## src/rtl/vga_scan_counter.sv

```systemverilog
// vga_scan_counter: divides clk to the pixel rate and walks col/row over the full raster.
// Optional completed-frame counter (frame_cnt port) is built when VGA_FRAME_COUNTER_EN is defined.
module vga_scan_counter #(
   parameter int CLK_DIV   = 2,
   parameter int H_TOTAL   = 800,
   parameter int V_TOTAL   = 525,
   parameter int H_VISIBLE = 640,
   parameter int V_VISIBLE = 480,
   parameter int FRAME_W   = 8
) (
   input  logic               clk,
   input  logic               reset,
   input  logic               en,
   output logic [9:0]         row,
   output logic [9:0]         col,
   output logic               pix_en,
   output logic               active,
   output logic               line_end,
   output logic               frame_end
`ifdef VGA_FRAME_COUNTER_EN
   ,
   output logic [FRAME_W-1:0] frame_cnt
`endif
);

   localparam int DIV_W = (CLK_DIV > 1) ? $clog2(CLK_DIV) : 1;
   localparam logic [DIV_W-1:0] DIV_LAST = DIV_W'(CLK_DIV - 1);
   localparam logic [9:0]       COL_LAST = 10'(H_TOTAL - 1);
   localparam logic [9:0]       ROW_LAST = 10'(V_TOTAL - 1);
   localparam logic [10:0]      H_VIS    = 11'(H_VISIBLE);
   localparam logic [10:0]      V_VIS    = 11'(V_VISIBLE);

   generate
      if ((CLK_DIV < 1) || (H_VISIBLE > H_TOTAL) || (V_VISIBLE > V_TOTAL) ||
          (H_TOTAL > 1024) || (V_TOTAL > 1024) || (H_TOTAL < 1) || (V_TOTAL < 1)) begin : g_bad_params
         $error("vga_scan_counter: illegal parameter combination");
      end
   endgenerate

   logic [DIV_W-1:0] div_cnt_r;
   logic [DIV_W-1:0] div_cnt_nxt_s;
   logic [9:0]       col_r;
   logic [9:0]       row_r;
   logic [9:0]       col_nxt_s;
   logic [9:0]       row_nxt_s;
   logic             div_last_s;
   logic             col_last_s;
   logic             row_last_s;
   logic             pix_en_s;
   logic             line_end_s;
   logic             frame_end_s;
   logic             active_s;

   // Strobe and window decode; strobes are forced low while reset is held, even with CLK_DIV=1.
   always_comb begin
      div_last_s = (div_cnt_r == DIV_LAST);
      col_last_s = (col_r == COL_LAST);
      row_last_s = (row_r == ROW_LAST);
      if (en && !reset) begin
         pix_en_s = div_last_s;
      end else begin
         pix_en_s = 1'b0;
      end
      line_end_s  = pix_en_s && col_last_s;
      frame_end_s = line_end_s && row_last_s;
      active_s    = ({1'b0, col_r} < H_VIS) && ({1'b0, row_r} < V_VIS);
   end

   // Next-state for divider and raster position
   always_comb begin
      div_cnt_nxt_s = div_cnt_r;
      col_nxt_s     = col_r;
      row_nxt_s     = row_r;
      if (en) begin
         if (div_last_s) begin
            div_cnt_nxt_s = {DIV_W{1'b0}};
         end else begin
            div_cnt_nxt_s = div_cnt_r + DIV_W'(1);
         end
      end else begin
         div_cnt_nxt_s = div_cnt_r;
      end
      if (pix_en_s) begin
         if (col_last_s) begin
            col_nxt_s = 10'd0;
            if (row_last_s) begin
               row_nxt_s = 10'd0;
            end else begin
               row_nxt_s = row_r + 10'd1;
            end
         end else begin
            col_nxt_s = col_r + 10'd1;
            row_nxt_s = row_r;
         end
      end else begin
         col_nxt_s = col_r;
         row_nxt_s = row_r;
      end
   end

   // State registers
   always_ff @(posedge clk or posedge reset) begin
      if (reset) begin
         div_cnt_r <= {DIV_W{1'b0}};
         col_r     <= 10'd0;
         row_r     <= 10'd0;
      end else begin
         div_cnt_r <= div_cnt_nxt_s;
         col_r     <= col_nxt_s;
         row_r     <= row_nxt_s;
      end
   end

`ifdef VGA_FRAME_COUNTER_EN
   logic [FRAME_W-1:0] frame_cnt_r;

   // Completed-frame counter, wraps naturally at 2^FRAME_W
   always_ff @(posedge clk or posedge reset) begin
      if (reset) begin
         frame_cnt_r <= {FRAME_W{1'b0}};
      end else if (frame_end_s) begin
         frame_cnt_r <= frame_cnt_r + FRAME_W'(1);
      end else begin
         frame_cnt_r <= frame_cnt_r;
      end
   end

   assign frame_cnt = frame_cnt_r;
`endif

   assign row       = row_r;
   assign col       = col_r;
   assign pix_en    = pix_en_s;
   assign active    = active_s;
   assign line_end  = line_end_s;
   assign frame_end = frame_end_s;

endmodule

```

## config.mk

```make
export PLATFORM = sky130hd
export DESIGN_NAME = vga_scan_counter
export DESIGN_NICKNAME = d
export VERILOG_FILES = /design/src/rtl/vga_scan_counter.sv
export SDC_FILE = /design/constraint.sdc
export NUM_CORES = 1
export LEC_CHECK = 0
export ABC_AREA = 1
export CORE_ASPECT_RATIO = 0.8
export CORE_MARGIN = 4
export CORE_UTILIZATION = 50
export DETAILED_ROUTE_END_ITERATION = 6
export PLACE_DENSITY = 0.81
export SLEW_MARGIN = 15
export SYNTH_ARGS = -nofsm -noshare
export SYNTH_HDL_FRONTEND = slang
export SYNTH_SLANG_ARGS = --single-unit
```

## constraint.sdc

```tcl
create_clock -name clk -period 2.1 [get_ports clk]
set_clock_uncertainty 0.2 [all_clocks]
set_input_delay 0.42 -clock clk [delete_from_list [all_inputs] [get_ports clk]]
set_output_delay 0.42 -clock clk [all_outputs]
set_load 0.02 [all_outputs]
```

==> results.md <==
* Most frequent cell after synthesis: nand2_1
* Layout cells sized above 1 at approximately 27%
* GR Util All Layers at around 25%
* Critical path class: reg2out
* CP endpoint kind: primary output
* Maximum fanout along the worst path at 2
* Max IR drop VDD at roughly 0.00069 V
* Compound-Gate Fraction of Synth Area at around 8%
* Vias at between 1000 and 1500
* Number of global-route vias before repair at between 1000 and 1500
* Fmax at 464.7 MHz
* PortBufs at 26
* Initial antenna violation count at 0
* Fillers at 115
* Post-synth top area share at between 40% and 50%
* Pin count of the biggest net entering global routing at 22
* Synth area leaders: dfrtp_1 42%, nand2_1 11%, inv_1 7.5%, nand3_1 6.8%, nor2_1 6.3%
* First-pass GRT wire length at around 6500 um
* CP bufs+invs at 3
* Worst path slowest cell: dfrtp_1
* Simple-Gate Fraction of Synth Area at roughly 34%
* Cell taking the most area after synthesis: dfrtp_1
* Clock share of power at 18.9%
* Worst hold path class: in2async
* Syn Inst Count at roughly 170
* Setup TNS at -0.05204 ns
* P_int at between 700 and 800 uW
* Synth Area in XOR/XNOR at between 4 and 5%
* Layout Utilization at roughly 86%
* Worst path required time at 1.48 ns
* Place WS at -0.5147 ns
* RSZ-0062 raised after global routing: true
* Final HPWL DP at roughly 2800 um
* Period utilization at 102.5%
* Drt initial violations at 153
* Synth async-reset ratio at 100.0%
* Clock slew at reported path FFs at roughly 0.13 ns
* ANT nets after route at 0
* Ant. Diodes at 0
* Rows at 15
* Register area share after synthesis at a little over two fifths
* Clock Sinks at 21
* Io pins at 27
* # setup viols final at 1
* Post-synthesis mux area share at 0%
* Final WS setup at -0.05204 ns
* Final #Nets at about 250
* Logic pwr share at 37.4%
* Syn-to-layout area delta at 55.08%
* Reg2Reg Setup Slack at ~0.29 ns
* DIE HEIGHT at around 53 um
* Startpoint types: register
* WP data arrival at between 1.5 and 2 ns
* Ys flop type: dfrtp_1
* Grt ovf at 0
* DR WL/cell at 14.60 um
* Area of the die at around 3400 um^2
* Syn Nets at about 170
* Drt first pass iters at 4
* Leak Pwr at roughly 1.1 nW
* # hold bufs at CTS at 0
* Core Region at around 2300 um^2
* Worst slew pin tran at 0.3392 ns
* WL final at roughly 3800 um
* DR DRC count at 0
* Non-Filler Instances at between 200 and 300
* Synth Area per Inst at roughly 7.5 um^2
* Reg2reg path depth at 9
* Synthesis warning total at 0
* Overall power at ~1.1 mW
* Power share of the sequential group at 43.7%
* Largest delay share family, worst path: flip-flops
* Sw Ratio at between 30% and 40%
* Final max-slew violation count at 0
* RR Endpoint: row[0]
* Gp weighted congestion at 0.8728
* Die W at about 64 um
* Synth cell count leaders: 37 x nand2_1, 25 x inv_1, 21 x dfrtp_1, 21 x nor2_1, 17 x nand3_1
* Post-synth EDFFs at 0
* Critical-path cell list: inv_2, ha_4, inv_4, nor3_4, nand3_1, nor2_1, buf_4
* Final Hold Viols at 0
* Yosys reg bits at 21
* CTS tree: built
* Initial Utilization at a little under three fifths
* Net Sw Power at ~370 uW
* Synth Area in Adders at ~3.0%
* PD cells at around 570 nW/um^2
* Failing checks: negative setup slack
* CTS root buffer: clkbuf_4
* Worst-Skew Late Latency at 0.32 ns
* Largest family of logic cells by synthesized area: simple AND/OR/NAND/NOR gates
* H-tree depth at 1
* Post-synthesis instance area at around 1200 um^2
* CTS Buf Count at 3
* Max cap viols at 0
* Relative slew margins at ~77%
* Clock Path Buffers at 2
* Synth cell types at 22
* Outcome: complete, but fails checks
* Reg2reg start: col[1]
* Dpl cells at between 200 and 300
* CP peak stage delay at roughly 0.41 ns
* Final min period at ~2.2 ns
* Drt via density at ~5.5
logic make-up after synthesis:
family                   count (synthesis)
flip-flops                              21
AO/OA/AOI/OAI                           18
buffers and inverters                   26
adder cells (fa/ha/maj)                  3
AND/OR/NAND/NOR                         93
XOR/XNOR                                 6
worst min-delay path, cell delays in order:
cell and delay [ns]:
clkdlybuf4s50_1 0.43, inv_1 0.09, buf_4 0.29
area by class of cell:
| cell class | count | area, um^2 | share of cell area, % |
|---|---|---|---|
| inverter | 25 | 96.34 | 4.990 |
| sequential | 21 | 525.5 | 27.22 |
| clock buffer | 4 | 26.28 | 1.361 |
| multi-input combinational | 120 | 659.4 | 34.15 |
| tap | 25 | 31.28 | 1.620 |
| timing repair buffer | 68 | 591.8 | 30.65 |
power groups by stage:
stage                     clock network [mW]  registers (mW)  logic [mW]
after floorplan                            0           0.556       0.104
after global placement                     0           0.485       0.383
after detailed placement                   0           0.488       0.409
after CTS                              0.206           0.480       0.410
after global routing                   0.234           0.489       0.441
final                                  0.208           0.481       0.412
repair_timing:
action	in CTS	in global routing
pin swaps	4	5
resized for setup	25	19
gates cloned	0	0
endpoints found under the setup margin	6	11
buffers inserted	0	4
how the worst max path moves through the flow:
stage | from | endpoint | slack (ns) | cells after the start
2_1_floorplan | col[9] | active | 0.007 | 3
3_3_place_gp | en | frame_end | -0.46 | 6
3_5_place_dp | en | frame_end | -0.51 | 6
4_1_cts | col[9] | active | 0.0008 | 4
5_1_grt | row[0] | frame_end | -0.11 | 7
6_report | row[1] | frame_end | -0.05 | 7
flip-flops by register name, indices dropped and copies added (netlist names):
signal     flops
col           10
div_cnt_r      1
row           10
layer usage:
metal / up-vias / share of wire [%] / GRT usage (%)
met3: 15 / 7.9 / 7.511
li1: 688 / - / -
met1: 680 / 40 / 28.40
met4: 0 / 2.6 / 10.75
met2: 76 / 50 / 44.43
met5: - / 0 / 0
through the flow:
| stage | instance area (um^2) | hold WS [ns] |
|---|---|---|
| 6_report | 1931 | 0.3147 |
| 3_5_place_dp | 1812 | 0.3432 |
| 2_1_floorplan | 1246 | 0.2047 |
| 5_1_grt | 1931 | 0.3310 |
| 4_1_cts | 1836 | 0.3275 |
| 3_3_place_gp | 1812 | 0.3360 |
cells in the final DEF, fill, tap and decap left out, drive strengths merged:
master / n
buf: 45
nand2: 37
inv: 25
nor2: 24
dfrtp: 21
nand3: 18
o21ai: 16
clkdlybuf4s50: 10
dlymetal6s2s: 9
nand4: 7
clkbuf: 4
xnor2: 3
xor2: 3
dlygate4sd2: 3
nor3: 3
ha: 3
or2: 2
a21oi: 1
nand3b: 1
a2111oi: 1
nor4: 1
clkdlybuf4s15: 1
(Power assumes the default switching activity.)
